$ cat config.mk
export PLATFORM = sky130hd
export DESIGN_NAME = conv_enc_tx_flat
export DESIGN_NICKNAME = d
export VERILOG_FILES = /design/src/rtl/conv_enc_if.sv /design/src/rtl/conv_enc_tx.sv /design/src/flat_wrapper.sv
export SDC_FILE = /design/constraint.sdc
export NUM_CORES = 1
export LEC_CHECK = 0
export BUFFER_PORTS_ARGS = -buffer_cell sky130_fd_sc_hd__buf_4
export CORE_ASPECT_RATIO = 0.8
export CORE_UTILIZATION = 48
export CTS_BUF_LIST = sky130_fd_sc_hd__clkbuf_4 sky130_fd_sc_hd__clkbuf_8
export DETAILED_ROUTE_END_ITERATION = 10
export PLACE_DENSITY = 0.71
export SYNTH_ARGS = -nofsm -noshare
export SYNTH_HDL_FRONTEND = slang
export SYNTH_SLANG_ARGS = --single-unit
$ cat constraint.sdc
create_clock -name clk -period 3 [get_ports clk]
set_input_delay 0.45 -clock clk [delete_from_list [all_inputs] [get_ports clk]]
set_output_delay 0.45 -clock clk [all_outputs]
set_load 0.005 [all_outputs]
$ cat src/rtl/conv_enc_if.sv
// Handshake bundle for the rate-1/2 K=3 convolutional encoder: bit input side,
// symbol output side, completed-frame counter and FSM debug view.
interface conv_enc_if;
  logic        in_valid_i;
  logic        in_bit_i;
  logic        in_ready_o;
  logic        out_valid_o;
  logic        out_ready_i;
  logic [1:0]  sym_o;
  logic        out_first_o;
  logic        out_last_o;
  logic [15:0] frame_cnt_o;
  logic [1:0]  state_dbg;    // {in_tail, tail_idx}

  // Both sides use valid/ready: a transfer happens on a rising clk edge where
  // valid and ready are both high; valid and its payload stay stable until then.
  modport master (
    output in_valid_i, in_bit_i, out_ready_i,
    input  in_ready_o, out_valid_o, sym_o, out_first_o, out_last_o,
           frame_cnt_o, state_dbg
  );

  modport slave (
    input  in_valid_i, in_bit_i, out_ready_i,
    output in_ready_o, out_valid_o, sym_o, out_first_o, out_last_o,
           frame_cnt_o, state_dbg
  );
endinterface

$ cat src/rtl/conv_enc_tx.sv
// Rate-1/2, K=3 (7,5 octal) convolutional encoder with one registered output slot
// and optional two-symbol zero tail per frame.
module conv_enc_tx #(
  parameter int FRAME_LEN = 16,
  parameter bit TAIL_EN   = 1'b1
) (
  input  logic       clk,
  input  logic       rst,
  conv_enc_if.slave  io
);

  localparam int CW = $clog2(FRAME_LEN + 1);

  typedef enum logic {ST_DATA = 1'b0, ST_TAIL = 1'b1} state_t;

  state_t          state;
  logic [1:0]      sr;
  logic [CW-1:0]   bit_cnt;
  logic            tail_idx;
  logic            out_valid;
  logic [1:0]      sym;
  logic            out_first;
  logic            out_last;
  logic [15:0]     frame_cnt;

  logic            slot_free;
  logic            in_ready;
  logic            accept;
  logic            last_bit;
  logic            enc_u;
  logic [1:0]      sym_next;

  assign slot_free = !out_valid || io.out_ready_i;
  assign in_ready  = !rst && (state == ST_DATA) && slot_free;
  assign accept    = io.in_valid_i && in_ready;
  assign last_bit  = (bit_cnt == CW'(FRAME_LEN - 1));

  // Tail symbols are the encoder driven with u = 0.
  assign enc_u    = (state == ST_DATA) ? io.in_bit_i : 1'b0;
  assign sym_next = {enc_u ^ sr[1] ^ sr[0], enc_u ^ sr[0]};

  always_ff @(posedge clk) begin
    if (rst) begin
      state     <= ST_DATA;
      sr        <= 2'b00;
      bit_cnt   <= '0;
      tail_idx  <= 1'b0;
      out_valid <= 1'b0;
      sym       <= 2'b00;
      out_first <= 1'b0;
      out_last  <= 1'b0;
      frame_cnt <= 16'd0;
    end else begin
      if (out_valid && io.out_ready_i && out_last)
        frame_cnt <= frame_cnt + 16'd1;

      // Nothing moves while the slot is held by a stalled symbol.
      if (slot_free) begin
        if (state == ST_DATA) begin
          if (accept) begin
            out_valid <= 1'b1;
            sym       <= sym_next;
            out_first <= (bit_cnt == '0);
            if (last_bit && !TAIL_EN) begin
              out_last <= 1'b1;
              sr       <= 2'b00;
              bit_cnt  <= '0;
            end else begin
              out_last <= 1'b0;
              sr       <= {enc_u, sr[1]};
              bit_cnt  <= bit_cnt + 1'b1;
              if (last_bit) begin
                state    <= ST_TAIL;
                tail_idx <= 1'b0;
              end
            end
          end else begin
            out_valid <= 1'b0;
          end
        end else begin
          out_valid <= 1'b1;
          sym       <= sym_next;
          out_first <= 1'b0;
          tail_idx  <= 1'b1;
          if (tail_idx) begin
            out_last <= 1'b1;
            sr       <= 2'b00;
            bit_cnt  <= '0;
            state    <= ST_DATA;
          end else begin
            out_last <= 1'b0;
            sr       <= {1'b0, sr[1]};
          end
        end
      end
    end
  end

  assign io.in_ready_o  = in_ready;
  assign io.out_valid_o = out_valid;
  assign io.sym_o       = sym;
  assign io.out_first_o = out_first;
  assign io.out_last_o  = out_last;
  assign io.frame_cnt_o = frame_cnt;
  assign io.state_dbg   = {state == ST_TAIL, tail_idx};

endmodule

$ cat src/flat_wrapper.sv
// flat-port wrapper written by rule: the top's interface ports become plain ports
module conv_enc_tx_flat 
#(
  parameter int FRAME_LEN = 16,
  parameter bit TAIL_EN   = 1'b1
)
  (clk, rst, io_in_valid_i, io_in_bit_i, io_out_ready_i, io_in_ready_o, io_out_valid_o, io_sym_o, io_out_first_o, io_out_last_o, io_frame_cnt_o, io_state_dbg);
  conv_enc_if io_i ();
  input  logic clk;
  input  logic rst;
  input wire logic [$bits(io_i.in_valid_i)-1:0] io_in_valid_i;
  input wire logic [$bits(io_i.in_bit_i)-1:0] io_in_bit_i;
  input wire logic [$bits(io_i.out_ready_i)-1:0] io_out_ready_i;
  output wire logic [$bits(io_i.in_ready_o)-1:0] io_in_ready_o;
  output wire logic [$bits(io_i.out_valid_o)-1:0] io_out_valid_o;
  output wire logic [$bits(io_i.sym_o)-1:0] io_sym_o;
  output wire logic [$bits(io_i.out_first_o)-1:0] io_out_first_o;
  output wire logic [$bits(io_i.out_last_o)-1:0] io_out_last_o;
  output wire logic [$bits(io_i.frame_cnt_o)-1:0] io_frame_cnt_o;
  output wire logic [$bits(io_i.state_dbg)-1:0] io_state_dbg;
  assign io_i.in_valid_i = io_in_valid_i;
  assign io_i.in_bit_i = io_in_bit_i;
  assign io_i.out_ready_i = io_out_ready_i;
  assign io_in_ready_o = io_i.in_ready_o;
  assign io_out_valid_o = io_i.out_valid_o;
  assign io_sym_o = io_i.sym_o;
  assign io_out_first_o = io_i.out_first_o;
  assign io_out_last_o = io_i.out_last_o;
  assign io_frame_cnt_o = io_i.frame_cnt_o;
  assign io_state_dbg = io_i.state_dbg;
  conv_enc_tx #(.FRAME_LEN(FRAME_LEN), .TAIL_EN(TAIL_EN)) u_core (.clk(clk), .rst(rst), .io(io_i));
endmodule
==> metrics.md, run 1 <==
| Metric | Value |
|---|---|
| Min Hold Slack | 456.8 ps |
| First-pass GRT wire length | 5106 um |
| Buffers on Ports | 28 |
| Layout Cells excl Fill | 239 |
| Routability cong. | 0.8671 |
| DRT antenna net count | 0 |
| Clock share of power | 0.401 |
| Skew-Pair Late Insertion Delay | 280 ps |
| WHS Endpoint | u_core.io.out_first_o |
| Placed Area | 0.001657 mm^2 |
| Syn. warnings | 0 |
| R2r setup slk | 1290 ps |
| Vias | 1342 |
| Synthesis-to-finish area growth | 19.78% |
| Row count | 17 |
| Worst r2r src | u_core.io.frame_cnt_o[2] |
| Psw | 184.3 uW |
| Fin. max-slew vios | 0 |
| # resized after CTS | 0 |
| Synth Instances | 177 |
| Largest net degree at the start of global routing | 35 |
| Max FO, Critical Path | 5 |
| Lkg Pwr | 0.0006688 uW |
| Outcome | completed |
| Share of cells above drive strength 1 | 0.1791 |
| Post-synth top area cell | dfxtp_1 |
| Mux cell area share after synthesis | 0.01382 |
| Startpoint type of the worst setup path | flip-flop |
| Hold buffer count at cts | 0 |
| Final Hold Fails | 0 |
| Worst Tran Pin Value | 496.2 ps |
| Placed cells | 232 |
| Main combinational cell family by area after synthesis | simple AND/OR/NAND/NOR gates |
| # diodes | 0 |
| Ports | 29 |
| Simple logic cell fraction of the synthesized area | 0.2893 |
| Register area share after synthesis | 0.4145 |
| Syn Area/Cell | 8.186 um^2 |
| CTS tree | done |
| CTS clk-pin slew, worst paths | 60 ps |
| Starting density of the core | 0.5160 |
| RSZ-0062 raised after global routing | false |
| Fill count | 276 |
| Final Instance Area | 0.001735 mm^2 |
| TNS Setup | 0 ps |
| Synthesized area | 0.001449 mm^2 |
| Worst r2r path cells | 4 |
| Cell variety after synth | 38 |
| Worst setup path class | reg2out |
| Fmax | 0.5836 GHz |
| Longest Clk Path Bufs | 2 |
| Die Wd | 63.43 um |
| P_int | 581.1 uW |
| Total chip power | 765.4 uW |
| Compound-gate portion of the synthesized area | 0.1459 |
| Die ar. | 0.003244 mm^2 |
| Fin crit share | 0.5712 |
| Post-CTS setup buffer count | 0 |
| CP Data Required Time | 2550 ps |
| Reg-to-Reg End | u_core.io.frame_cnt_o[13] |
| Synth Register Bits | 30 |
| Hold Startpoint | u_core.io.out_first_o |
| Top post-synthesis cells by area | dfxtp_1, a21oi_1, nand2_1 |
| Residual DRC | 0 |
| Vias per Instance | 5.615 |
| Nature of the critical path endpoint | output pin |
| Setup Skew | 2.720 ps |
| Tmin final | 1713 ps |
| TritonCTS Buffers | 5 |
| Post-DP HPWL | 2165 um |
| Clock sinks | 30 |
| Gate power share | 0.063 |
| Vias in the first global route | 1164 |
| XOR/XNOR share of the synthesized area | 0.05440 |
| Gr ovfl total | 0 |
| Die Y-Extent | 51.14 um |
| # setup viols final | 0 |
| Post-synth top area share | 0.4145 |
| First-iteration detailed-routing DRC count | 52 |
| Hold Path Stages | 2 |
| Post-Syn Nets | 186 |
| Peak VDD IR | 0.2368 mV |
| Max Cap Viol | 0 |
| Flop pwr share | 0.536 |
| Core area | 0.002808 mm^2 |
| Wirelength per Cell | 13.18 um |
| Layout Nets | 210 |
| CP arrival | 1260 ps |
| H-Tree Level Count | 2 |
| Drt total wl | 3150 um |
| Sw Share | 0.2408 |
| CTS root buf | clkbuf_8 |
| Tot GR Track Use | 0.2108 |
| TritonRoute pass-1 iters | 4 |
| Initial antenna violation count | 0 |
| Synth Area in Adders | 0.03454 |
| Relative slew margins | 0.6692 |
| Total power density per cell area | 441.0 mW/mm^2 |
| Hold Path Class | reg2reg |
[state kept, by name, summed over array words and instances (netlist names)]
name,cells
u_core.io.frame_cnt_o,16
u_core.bit_cnt,5
u_core.io.sym_o,2
u_core.sr,2
u_core.io.out_first_o,1
u_core.io.out_last_o,1
u_core.io.out_valid_o,1
u_core.state,1
u_core.tail_idx,1
[synthesized netlist by cell type (all sizes together)]
master,instances
buf,3
a22oi,1
nor3,2
nand3,8
and4b,1
or4,2
mux2i,2
nor2b,4
and3,5
a21oi,18
dfxtp,30
and4,2
a21boi,1
xor2,4
ha,4
o211ai,1
nand2b,3
nor2,15
a2bb2oi,1
a31oi,1
nor3b,1
nor4,1
or3,6
and2,2
o22ai,1
nand4,7
or2,1
clkbuf,8
o21ai,11
nand3b,1
xnor2,5
nor4b,1
o31ai,3
inv,5
nand2,16
[through the flow]
| step | setup slack (ps) | utilization |
|---|---|---|
| after CTS | 1288 | 0.6181 |
| after global placement | 1220 | 0.5900 |
| after detailed placement | 1156 | 0.5900 |
| after global routing | 1181 | 0.6181 |
| after floorplan | 1388 | - |
| final | 1287 | 0.6181 |
[cell usage in the layout, fill, tap and decap left out, drive strengths merged, types with 6 or more instances in the layout]
| cell | instances |
|---|---|
| nand4 | 7 |
| or3 | 6 |
| nor2 | 15 |
| buf | 28 |
| nand2 | 16 |
| dfxtp | 30 |
| a21oi | 18 |
| o21ai | 11 |
| nand3 | 8 |
[power by group through the flow]
stage	Sequential (uW)	Combinational (uW)	Clock, uW
6_report	410	48.5	307
5_1_grt	411	53.6	331
4_1_cts	410	48.3	312
3_5_place_dp	419	48.2	0
3_3_place_gp	418	46.4	0
2_1_floorplan	418	31.2	0
[worst max-delay path: stages (launching register included)]
cell	delay (ps)
dfxtp_1	390
nor2b_1	370
nor3_1	80
buf_4	150
[worst max-delay path by stage]
stage	start	slack [ps]	end
CTS	u_core.io.frame_cnt_o[2]	1290	u_core.io.frame_cnt_o[13]
floorplan	io_out_ready_i	1390	u_core.io.frame_cnt_o[13]
global placement	io_out_ready_i	1220	u_core.io.frame_cnt_o[13]
global route	u_core.io.out_valid_o	1180	io_in_ready_o
finish	u_core.io.out_valid_o	1290	io_in_ready_o
detailed placement	io_out_ready_i	1160	u_core.io.frame_cnt_o[13]
[layer usage]
layer / vias up / share of wire / GRT usage
li1: 671 / - / -
met1: 626 / 0.46 / 0.2590
met2: 38 / 0.46 / 0.3316
met3: 7 / 0.061 / 0.06250
met4: 0 / 0.019 / 0.1174
met5: - / 0 / 0
[cells by family after synthesis]
kind of cell / after synthesis
compound gates: 38
xor+xnor: 9
fa+ha+maj: 4
buf+inv: 16
flops: 30
mux: 2
simple gates: 78
[area by class of cell]
type                       count  area, um^2  area share
clock inverter                 2       10.01    0.005768
sequential                    30       600.6      0.3461
clock buffer                   5       68.82     0.03965
inverter                       5       18.77     0.01081
tap                           38       47.55     0.02740
timing repair buffer          28       210.2      0.1211
multi-input combinational    131       779.5      0.4492
Note: power is estimated with default switching activity, not from simulation.
==> run 2: changes to the inputs <==
--- a/config.mk
+++ b/config.mk
@@ -10,7 +10,7 @@
 export CORE_UTILIZATION = 48
 export CTS_BUF_LIST = sky130_fd_sc_hd__clkbuf_4 sky130_fd_sc_hd__clkbuf_8
 export DETAILED_ROUTE_END_ITERATION = 10
-export PLACE_DENSITY = 0.71
+export PLACE_DENSITY = 0.74
 export SYNTH_ARGS = -nofsm -noshare
 export SYNTH_HDL_FRONTEND = slang
 export SYNTH_SLANG_ARGS = --single-unit
==> constraint.sdc (replaced) <==
create_clock -name clk -period 1.35 [get_ports clk]
set_input_delay 0.2025 -clock clk [delete_from_list [all_inputs] [get_ports clk]]
set_output_delay 0.2025 -clock clk [all_outputs]
set_load 0.005 [all_outputs]
==> run 2 against run 1 <==
Against the previous run:
- the flow now finishes with violations (setup timing)
- sequential cell count is the same
- power grew to 2.6 times the previous value
- largest power group is now the clock network
- critical endpoint is now u_core.io.frame_cnt_o[15]
- combinational power grew to 3.1 times the previous value
- critical path depth grew 1
- clock skew grew 6.5 ps
- non-clock buffer count grew 34
- die area is the same
- clock power grew to 3.0 times the previous value
- wire length grew 30%
- final cell count grew 15%
==> metrics.md, run 2 (synthesis results as in run 1) <==
| Metric | Value |
|---|---|
| DR top layer | met4 |
| Tot GR Track Use | 0.2454 |
| Routability cong. | 0.8138 |
| Final Hold Fails | 0 |
| Relative slew margins | 0.7239 |
| Setup Skew | 9.173 ps |
| Worst Tran Pin Value | 409.8 ps |
| Lkg Pwr | 0.0008983 uW |
| Skew-Pair Late Insertion Delay | 290 ps |
| Nature of the critical path endpoint | flip-flop |
| DRT antenna net count | 0 |
| Vias | 1556 |
| Outcome | finished, violations left |
| Buffers on Ports | 28 |
| Die Wd | 63.43 um |
| CP arrival | 1630 ps |
| Vias in the first global route | 1356 |
| Worst r2r src | u_core.io.frame_cnt_o[0] |
| Worst setup path class | reg2reg |
| TritonCTS Buffers | 5 |
| Longest Clk Path Bufs | 2 |
| Synthesis-to-finish area growth | 51.04% |
| CTS root buf | clkbuf_8 |
| Max Cap Viol | 0 |
| Die Y-Extent | 51.14 um |
| Fin crit share | 1.049 |
| # diodes | 0 |
| Wirelength per Cell | 14.89 um |
| Residual DRC | 0 |
| Die ar. | 0.003244 mm^2 |
| Post-DP HPWL | 2663 um |
| Core Util, Final | 0.7794 |
| Vias per Instance | 5.679 |
| Setup ws final | -65.72 ps |
| H-Tree Level Count | 2 |
| Reg-to-Reg End | u_core.io.frame_cnt_o[15] |
| Clock sinks | 30 |
| Hold Path Stages | 2 |
| Gr ovfl total | 0 |
| Worst r2r path cells | 4 |
| Row count | 17 |
| Layout Nets | 245 |
| Starting density of the core | 0.5160 |
| Fin. max-slew vios | 0 |
| Total power density per cell area | 907.7 mW/mm^2 |
| # setup viols final | 2 |
| Min Hold Slack | 189.0 ps |
| Max reg flops | 16 |
| Most frequent cells in the layout | buf_4, dfxtp_1, nand2_1, a21oi_1, nor2_1 |
| M1 wire length | 1751 um |
| Failing checks | setup timing |
| Peak VDD IR | 0.8229 mV |
| Drt total wl | 4081 um |
| CP Data Required Time | 1570 ps |
| First-iteration detailed-routing DRC count | 78 |
| CTS tree | done |
| Final Instance Area | 0.002188 mm^2 |
| Routed wl met2 | 2002 um |
| TritonRoute pass-1 iters | 4 |
| Total chip power | 1986 uW |
| Placed Area | 0.001884 mm^2 |
| Tmin final | 1416 ps |
| Ports | 29 |
| Fmax | 0.7064 GHz |
| Crit. Startpoint | u_core.io.frame_cnt_o[0] |
| Max FO, Critical Path | 5 |
| R2r setup slk | -70 ps |
| Commonest non-fill, non-tap cell in the layout | buf_4 |
| Hold buffer count at cts | 0 |
| Initial antenna violation count | 0 |
| WHS Endpoint | u_core.state |
| TNS Setup | -104.9 ps |
| First-pass GRT wire length | 5913 um |
| Hold Startpoint | rst |
| RSZ-0062 raised after global routing | true |
| Core area | 0.002808 mm^2 |
| Startpoint type of the worst setup path | flip-flop |
| Share of cells above drive strength 1 | 0.4576 |
| Metal3 WL | 263 um |
| CTS clk-pin slew, worst paths | 60 ps |
| Hold Path Class | in2reg |
| Largest net degree at the start of global routing | 23 |
[run 2: changes by cell type in the layout (fill, tap and decap cells not counted), sizes merged]
cell    before  now
buf         28   62
clkinv       2    0
bufinv       0    1
clkbuf       5    6
or2          1    2
[run 2: cell type report]
| type | instances | area (um^2) |
|---|---|---|
| multi-input combinational | 132 | 920.9 |
| sequential | 30 | 619.3 |
| fill | 187 | 619.3 |
| timing repair buffer | 62 | 469.2 |
| clock buffer | 6 | 82.58 |
| tap | 38 | 47.55 |
| clock inverter | 1 | 30.03 |
| inverter | 5 | 18.77 |
[run 2: timing repair]
action                                  CTS  global route
endpoints found under the setup margin   12            15
resized for setup                        18            19
pin swaps                                 3             6
gates cloned                              0             1
setup buffers                             3             3
[run 2: worst max-delay path by stage]
stage and to:
2_1_floorplan u_core.io.frame_cnt_o[15], 3_3_place_gp u_core.io.frame_cnt_o[13], 3_5_place_dp u_core.io.frame_cnt_o[13], 4_1_cts u_core.io.frame_cnt_o[13], 5_1_grt u_core.io.frame_cnt_o[15], 6_report u_core.io.frame_cnt_o[15]
[run 2: layer usage]
layer | vias up | global-route usage
met5 | - | 0
met4 | 0 | 0.1023
met3 | 8 | 0.08036
met2 | 57 | 0.4043
met1 | 748 | 0.2948
li1 | 743 | -
[run 2: worst max-delay path: stages, from the launching register on]
cell and delay, ps:
dfxtp_2 360, nand3_2 90, or2_4 290, or4_1 480
a21oi_1 130
[run 2: metrics by stage]
stage	cells	setup slack, ps
after detailed placement	260	-148.3
after global routing	274	-116.7
after CTS	270	-36.17
after global placement	260	-80.25
final	274	-65.72
after floorplan	177	-84.06
[run 2: power by group]
part / internal (uW) / leakage [uW] / switching (uW)
sequential: 898 / 0.000249 / 11.0
clock: 590 / 0.0000573 / 338
combinational: 72.6 / 0.000592 / 76.4
total: 1560 / 0.000898 / 426
==> run 3: changes to the inputs <==
--- a/config.mk
+++ b/config.mk
@@ -6,7 +6,7 @@
 export NUM_CORES = 1
 export LEC_CHECK = 0
 export BUFFER_PORTS_ARGS = -buffer_cell sky130_fd_sc_hd__buf_4
-export CORE_ASPECT_RATIO = 0.8
+export CORE_ASPECT_RATIO = 0.7
 export CORE_UTILIZATION = 48
 export CTS_BUF_LIST = sky130_fd_sc_hd__clkbuf_4 sky130_fd_sc_hd__clkbuf_8
 export DETAILED_ROUTE_END_ITERATION = 10
==> constraint.sdc (replaced) <==
create_clock -name clk -period 1.35 [get_ports clk]
set_input_delay 0.2025 -clock clk [delete_from_list [all_inputs] [get_ports clk]]
set_output_delay 0.2025 -clock clk [all_outputs]
set_load 0.02 [all_outputs]
==> run 3 against run 2 <==
Against the previous run:
- the flow still finishes with violations (setup timing)
- combinational power is 9% higher
- non-clock buffer count is 1 higher
- sequential cell count stayed put
- wire length is 5.6% higher
- critical endpoint is now u_core.io.frame_cnt_o[13]
- largest power group is now registers
==> metrics.md, run 3 (synthesis results as in run 1) <==
| Metric | Value |
|---|---|
| Reg-to-Reg End | u_core.io.frame_cnt_o[13] |
| Routability cong. | 0.9281 |
| Buffers on Ports | 28 |
| Total chip power | 1841 uW |
| TritonRoute pass-1 iters | 4 |
| Startpoint type of the worst setup path | flip-flop |
| TritonCTS Buffers | 5 |
| R2r setup slk | -60 ps |
| CTS clk-pin slew, worst paths | 70 ps |
| RSZ-0062 raised after global routing | true |
| Setup Skew | 10.14 ps |
| Setup ws final | -60.66 ps |
| Worst setup path class | reg2reg |
| Worst Tran Pin Value | 452.9 ps |
| Crit. Startpoint | u_core.io.frame_cnt_o[0] |
| Residual DRC | 0 |
| Worst r2r path cells | 4 |
| Drt total wl | 4308 um |
| Initial antenna violation count | 0 |
| Post-DP HPWL | 2863 um |
| Die ar. | 0.003246 mm^2 |
| CP Data Required Time | 1580 ps |
| CP arrival | 1640 ps |
| Total power density per cell area | 852.7 mW/mm^2 |
| Vias per Instance | 5.597 |
| Skew-Pair Late Insertion Delay | 290 ps |
| Commonest non-fill, non-tap cell in the layout | buf_4 |
| Vias in the first global route | 1237 |
| Core area | 0.002823 mm^2 |
| Die Wd | 67.67 um |
| Die Y-Extent | 47.97 um |
| Synthesis-to-finish area growth | 49.05% |
| Lkg Pwr | 0.0008803 uW |
| H-Tree Level Count | 2 |
| Most frequent cells in the layout | buf_4, nand2_1, a21oi_1, nor2_1, dfxtp_1 |
| Relative slew margins | 0.6961 |
| Peak VDD IR | 0.7921 mV |
| Max FO, Critical Path | 7 |
| Hold buffer count at cts | 0 |
| Max Cap Viol | 0 |
| Gr ovfl total | 0 |
| First-pass GRT wire length | 5920 um |
| TNS Setup | -125.7 ps |
| Failing checks | setup timing |
| End of the critical path | u_core.io.frame_cnt_o[13] |
| Fin. max-slew vios | 0 |
| Row count | 16 |
| Wirelength per Cell | 15.78 um |
| Nature of the critical path endpoint | flip-flop |
| Clock sinks | 30 |
| Ports | 29 |
| Tot GR Track Use | 0.2613 |
| # setup viols final | 3 |
| # diodes | 0 |
| Hold Path Class | in2reg |
| Tmin final | 1411 ps |
| DRT antenna net count | 0 |
| First-iteration detailed-routing DRC count | 84 |
| Longest Clk Path Bufs | 2 |
| CTS tree | done |
| Starting density of the core | 0.5133 |
| Fmax | 0.7089 GHz |
| Outcome | finished, violations left |
| Largest net degree at the start of global routing | 23 |
| Layout Nets | 245 |
| Fin crit share | 1.045 |
| Share of cells above drive strength 1 | 0.4473 |
| Final Hold Fails | 0 |
| Max reg flops | 16 |
| Vias | 1528 |
| Worst r2r src | u_core.io.frame_cnt_o[0] |
| CTS root buf | clkbuf_8 |
==> run 3: changes by cell type in the layout (fill, tap and decap cells not counted), moves of 2 or more <==
cell     before  now
o21ai_1       0    4
o21ai_2       2    0
o21ai_0       9    7
dfxtp_2      12   10
dfxtp_1      17   15
dfxtp_4       1    5
==> run 3: worst max-delay path, cell delays in order (launching register included) <==
cell and delay (ps):
dfxtp_4 360, nand3_2 80, or2_4 290, or4_4 500
a21oi_2 120
==> run 3: power breakdown <==
part           switching [uW]  internal, uW  total [uW]
clock network             366           411         776
logic                    89.8          72.8         163
registers                11.6           891         902
==> run 3: layout make-up <==
cell class                 count  area (um^2)
multi-input combinational    131        893.4
sequential                    30        631.9
fill                         197        663.1
clock inverter                 2        11.26
inverter                       5        18.77
timing repair buffer          63        476.7
clock buffer                   6        82.58
tap                           36        45.04
==> run 3: through the flow <==
stage                     utilization  std cells  instance area [um^2]  hold WS [ps]  setup WS (ps)
final                          0.7651        273                  2160         277.6         -60.66
after global placement         0.6871        263                  1939         448.4         -64.10
after global routing           0.7651        273                  2160         275.8         -93.33
after detailed placement       0.6871        263                  1939         454.5         -109.5
after CTS                      0.7411        272                  2092         248.4         -22.36
after floorplan                     -        177                  1490         438.4         -124.8
==> run 3: how the worst min path moves through the flow <==
stage / to / from / depth (start not counted) / slack, ps
after floorplan: u_core.io.frame_cnt_o[1] / io_out_ready_i / 3 / 440
after global placement: u_core.io.out_first_o / u_core.io.out_first_o / 2 / 450
after detailed placement: u_core.io.out_first_o / u_core.io.out_first_o / 2 / 450
after CTS: u_core.state / io_in_valid_i / 3 / 250
after global routing: u_core.state / io_in_valid_i / 3 / 280
final: u_core.state / io_in_valid_i / 3 / 280
==> run 3: layer usage <==
layer  track usage  up-vias  routed length [um]
li1              -      742                   -
met1        0.3595      712                1892
met2        0.3762       66                2027
met4        0.1106        0                  55
met3       0.08333        8                 333
met5             0        -                   0
==> run 3: timing repair <==
| item | in CTS | in global routing |
|---|---|---|
| resized for setup | 13 | 15 |
| endpoints found under the setup margin | 9 | 11 |
| pin swaps | 4 | 5 |
| buffers inserted | 2 | 1 |
| gates cloned | 0 | 0 |
